### src/rtl/gshare_btb_predictor.sv
// Branch prediction unit: direct-mapped tagged BTB plus a table of saturating
// direction counters, indexed bimodally (MODE=0) or gshare-style (MODE=1).
// Lookup is combinational; updates, GHR repair and the mispredict count are
// registered.
module gshare_btb_predictor #(
   parameter int unsigned ADDR_W = 12,
   parameter int unsigned IDX_W  = 6,
   parameter int unsigned CTR_W  = 2,
   parameter int unsigned GHR_W  = 6,
   parameter int unsigned MODE   = 1
) (
   input  logic              CLK,
   input  logic              RSTn,
   input  logic              LOOKUP_VALID,
   input  logic [ADDR_W-1:0] LOOKUP_PC,
   output logic              PRED_HIT,
   output logic              PRED_TAKEN,
   output logic [ADDR_W-1:0] PRED_TARGET,
   output logic [GHR_W-1:0]  PRED_GHR,
   input  logic              UPD_VALID,
   input  logic [ADDR_W-1:0] UPD_PC,
   input  logic [GHR_W-1:0]  UPD_GHR,
   input  logic              UPD_TAKEN,
   input  logic [ADDR_W-1:0] UPD_TARGET,
   input  logic              UPD_MISPRED,
   output logic [31:0]       MISPRED_CNT
);

   localparam int unsigned ENTRIES = 2 ** IDX_W;
   localparam int unsigned TAG_W   = ADDR_W - IDX_W - 2;
   // Weakly-not-taken: MSB clear, all lower bits set.
   localparam logic [CTR_W-1:0] CtrInit = CTR_W'((2 ** (CTR_W - 1)) - 1);
   localparam logic [CTR_W-1:0] CtrMax  = {CTR_W{1'b1}};

   logic [ENTRIES-1:0] validQ;
   logic [TAG_W-1:0]   tagQ    [ENTRIES];
   logic [ADDR_W-1:0]  targetQ [ENTRIES];
   logic [CTR_W-1:0]   ctrQ    [ENTRIES];
   logic [GHR_W-1:0]   ghrQ, ghrD;
   logic [31:0]        mispredCntQ;

   logic [IDX_W-1:0] lkIdx, lkCidx, updIdx, updCidx;
   logic [TAG_W-1:0] lkTag, updTag;
   logic [CTR_W-1:0] ctrCur, ctrNext;
   logic             predHit, predTaken;
   logic             unusedPcBits;

   // Word-aligned PCs: the byte-offset bits carry no information.
   assign unusedPcBits = ^{LOOKUP_PC[1:0], UPD_PC[1:0]};

   function automatic logic [IDX_W-1:0] ctrIndex(input logic [IDX_W-1:0] idx,
                                                 input logic [GHR_W-1:0] ghr);
      if (MODE == 0) begin
         return idx;
      end
      return idx ^ IDX_W'(ghr);
   endfunction

   // Field extraction and counter indexing for both lookup and update paths.
   always_comb begin
      lkIdx   = LOOKUP_PC[IDX_W+1:2];
      lkTag   = LOOKUP_PC[ADDR_W-1:IDX_W+2];
      lkCidx  = ctrIndex(lkIdx, ghrQ);
      updIdx  = UPD_PC[IDX_W+1:2];
      updTag  = UPD_PC[ADDR_W-1:IDX_W+2];
      // Update uses the history captured at fetch, not the live GHR.
      updCidx = ctrIndex(updIdx, UPD_GHR);
   end

   // Combinational prediction from pre-update state.
   always_comb begin
      predHit     = validQ[lkIdx] && (tagQ[lkIdx] == lkTag);
      predTaken   = predHit && ctrQ[lkCidx][CTR_W-1];
      PRED_HIT    = predHit;
      PRED_TAKEN  = predTaken;
      PRED_TARGET = predHit ? targetQ[lkIdx] : '0;
      PRED_GHR    = ghrQ;
      MISPRED_CNT = mispredCntQ;
   end

   // Saturating counter next value for the entry being updated.
   always_comb begin
      ctrCur  = ctrQ[updCidx];
      ctrNext = ctrCur;
      if (UPD_TAKEN) begin
         if (ctrCur != CtrMax) ctrNext = ctrCur + 1'b1;
      end else begin
         if (ctrCur != '0) ctrNext = ctrCur - 1'b1;
      end
   end

   // GHR next state: mispredict repair beats speculative shift; shifting into a
   // GHR_W-wide register naturally reduces to just the new bit when GHR_W=1.
   always_comb begin
      ghrD = ghrQ;
      if (UPD_VALID && UPD_MISPRED) begin
         ghrD = (UPD_GHR << 1) | GHR_W'(UPD_TAKEN);
      end else if (LOOKUP_VALID && predHit) begin
         ghrD = (ghrQ << 1) | GHR_W'(predTaken);
      end
   end

   // BTB entries: installed/overwritten only by taken updates.
   always_ff @(posedge CLK or negedge RSTn) begin
      if (!RSTn) begin
         validQ <= '0;
         for (int i = 0; i < ENTRIES; i++) begin
            tagQ[i]    <= '0;
            targetQ[i] <= '0;
         end
      end else if (UPD_VALID && UPD_TAKEN) begin
         validQ[updIdx]  <= 1'b1;
         tagQ[updIdx]    <= updTag;
         targetQ[updIdx] <= UPD_TARGET;
      end
   end

   // Direction counter table.
   always_ff @(posedge CLK or negedge RSTn) begin
      if (!RSTn) begin
         for (int i = 0; i < ENTRIES; i++) begin
            ctrQ[i] <= CtrInit;
         end
      end else if (UPD_VALID) begin
         ctrQ[updCidx] <= ctrNext;
      end
   end

   // Global history and wrapping mispredict counter.
   always_ff @(posedge CLK or negedge RSTn) begin
      if (!RSTn) begin
         ghrQ        <= '0;
         mispredCntQ <= '0;
      end else begin
         ghrQ <= ghrD;
         if (UPD_VALID && UPD_MISPRED) mispredCntQ <= mispredCntQ + 32'd1;
      end
   end

endmodule

### config.mk
export PLATFORM = sky130hd
export DESIGN_NAME = gshare_btb_predictor
export DESIGN_NICKNAME = d
export VERILOG_FILES = /design/src/rtl/gshare_btb_predictor.sv
export SDC_FILE = /design/constraint.sdc
export NUM_CORES = 2
export LEC_CHECK = 0
export CORE_ASPECT_RATIO = 1.2
export CORE_UTILIZATION = 49
export DETAILED_ROUTE_END_ITERATION = 10
export PLACE_DENSITY_LB_ADDON = 0.1
export SYNTH_ARGS = -nofsm -noshare
export SYNTH_HDL_FRONTEND = slang
export SYNTH_SLANG_ARGS = --single-unit
### constraint.sdc
create_clock -name CLK -period 13.3 [get_ports CLK]
set_clock_uncertainty 0.05 [all_clocks]
set_input_delay 1.995 -clock CLK [delete_from_list [all_inputs] [get_ports CLK]]
set_output_delay 1.995 -clock CLK [all_outputs]
set_load 0.02 [all_outputs]
==> metrics.txt <==
Peak Freq 107 MHz; ys flop type dfrtp_1; CORE AREA 116,000 um^2; Tcrit/Tclk final 70.4%; top cells by area, synth dfrtp_1 52%, mux2_2 20%, mux4_2 13%; Inst Count DP 5,315; crit path max-delay cell type buf_4; Routed Wire Length 155,000 um; IO Count 100; critical path buffer and inverter count 3; post-synthesis cell area 57,300 um^2; TritonCTS clock tree yes; area of the multi-input gates 24,800 um^2; CTS Buf Count 135; PostCTS Resize Cnt 0; drt initial violations 2,341; Setup Buffers After CTS 0; Synth Area per Inst 14.7 um^2; number of H-tree levels 4; status complete, no violations; final setup violation count 0; # port buffers 95; clk_lat worst skew 0.76 ns; Post-Route Utilization 55.5%; CTS max path bufs 3; first-pass GRT wire length 236,000 um; antenna-violating nets left 0; Die Span Y 377 um; Clock transition at path regs 0.06 ns; HP Class flop to flop; share of layout cells above drive strength 1 46.8%; initial antenna violation count 9; overall power 9.50 mW; Root Buffer clkbuf_16; DR pass1 iterations 5; vias per cell 6.07; Period minus WS final 9.36 ns; GRT overflow 0; Die Width 314 um; Max-slew headroom 20.2%; static leakage 29.5 nW; routability cong. 0.899; Max IR drop VDD 0.0947 mV; number of global-route vias before repair 35,729; Filler cells 9,419; CP Launch Type primary input; gr usage total 27.1%; critical path class primary input to primary output; Seq/Total Area, Yosys 54.9%; CP endpoint kind primary output; Final Hold Vio Count 0; Register Area 31,500 um^2; Vias 33,661; Final Max Tran Viols 0; Crit path required time 11.26 ns; routed len/inst 28.0 um; RSZ-0062 raised after global routing false; # rows 137; Synth Instances 3,894; Critical Path Fanout Max 49; Max stage delay on crit path 0.81 ns; Netlist cell types 66; CTS sink count 1,254; cell family with most CP delay buffers and inverters; ordered list of cells on the worst path buf_6, buf_4, mux4_2, mux2_2, a32o_1, o31ai_2, a21oi_1, nor2_1, nand3_1, nor3_1, clkdlybuf4s50_1; Tightest Pin Transition 1.20 ns; setup_tns 0 ns; die area 118,000 um^2; Layout Cells excl Fill 5,549; syn nets 3,943; Layout area overhead 12.4%; synth warn 0; Layout Nets 3,972; Post-synth EDFFs 0; drt drc 0; WP data arrival 7.31 ns; max-cap violations 0; hold_buf cts 0; pin count of the biggest net entering global routing 164; R2R setup slack 9.73 ns; WHS 0.409 ns; area share of the largest cell type after synthesis 51.9%; Async S/R FF share, synth 100%; P per Cell Area 147 nW/um^2; area leader, netlist dfrtp_1; initial cell density of the core 49.4%; DP Wirelength 91,400 um; register bit total from synthesis 1,254
power breakdown:
group          switching [mW]  internal [mW]  total, mW
sequential              0.228           4.27       4.50
combinational           0.616          0.569       1.18
clock                    1.52           2.30       3.81
total                    2.36           7.13       9.50
flip-flops by register name (all words and copies together), names as in the netlist:
register / flops
MISPRED_CNT: 32
PRED_GHR: 6
ctrQ: 128
tagQ: 256
targetQ: 768
validQ: 64
synth_stat cells, drive strengths merged, types with 10 or more instances:
master  instances
mux2i          37
inv            14
xnor2          27
a22oi          27
clkbuf        218
a31oi          10
nand2         248
nand2b         19
nor2          100
nor3           18
o22ai          36
o21ai         142
nand3          39
and3           15
dfrtp        1190
or2            55
nor2b          24
mux2         1042
dfstp          64
buf            86
xor2           23
mux4          338
a21oi          15
per-stage QoR:
stage	area [um^2]	setup WS [ns]
6_report	64400	3.94
3_3_place_gp	60000	3.92
3_5_place_dp	60000	3.89
2_1_floorplan	57300	6.17
5_1_grt	64400	3.53
4_1_cts	64400	3.90
cells in the final DEF, fill, tap and decap left out, types with 25 or more instances in the layout:
cell             instances
dfrtp_1               1190
mux2_2                1041
mux4_2                 338
nand2_1                248
clkbuf_16              143
o21ai_0                119
buf_4                   97
clkdlybuf4s50_1         73
dfstp_2                 64
or2_2                   55
nor2_1                  48
clkbuf_1                41
nand3_1                 39
nor2_2                  38
mux2i_1                 37
o22ai_1                 36
a22oi_1                 27
clkbuf_8                26
xnor2_1                 25
logic make-up (layout without fill, tap and decap cells):
kind of cell | count (synthesis) | in the layout | synth area share (%)
other cells | 0 | 1 | 0
flops | 1254 | 1254 | 54.9
compound gates | 285 | 285 | 3.04
xor+xnor | 50 | 50 | 0.777
mux | 1417 | 1417 | 34.4
buf+inv | 319 | 444 | 2.25
simple gates | 566 | 566 | 4.60
fa+ha+maj | 3 | 3 | 0.0611
layout make-up:
cell class / instances / area share, %
multi-input combinational: 2321 / 38.5
timing repair buffer: 196 / 2.66
sequential: 1254 / 48.8
antenna: 1 / 0.00388
clock inverter: 23 / 0.573
inverter: 15 / 0.0874
tap: 1529 / 2.97
clock buffer: 210 / 6.35
metal layers:
layer | global-route usage (%) | routed length (um) | up-vias | part of all wire [%]
li1 | - | - | 14390 | -
met1 | 36.8 | 66800 | 18155 | 43
met2 | 44.5 | 76600 | 860 | 49
met3 | 4.78 | 7720 | 250 | 5.0
met4 | 8.53 | 4330 | 6 | 2.8
met5 | 0 | 29 | - | 0.019
final timing paths:
path	depth (start not counted)	to	startpoint
min	1	validQ[46]$_DFFE_PN0P_	validQ[46]$_DFFE_PN0P_
max reg2reg	8	PRED_GHR[4]$_DFFE_PN0P_	tagQ[2]$_DFFE_PN0P_
max in group asynchronous	3	targetQ[511]$_DFFE_PN0P_	RSTn
min in group asynchronous	1	ctrQ[127]$_DFFE_PN0P_	RSTn
max	11	PRED_TAKEN	LOOKUP_PC[4]
min reg2reg	1	validQ[46]$_DFFE_PN0P_	validQ[46]$_DFFE_PN0P_
(Power assumes the default switching activity.)
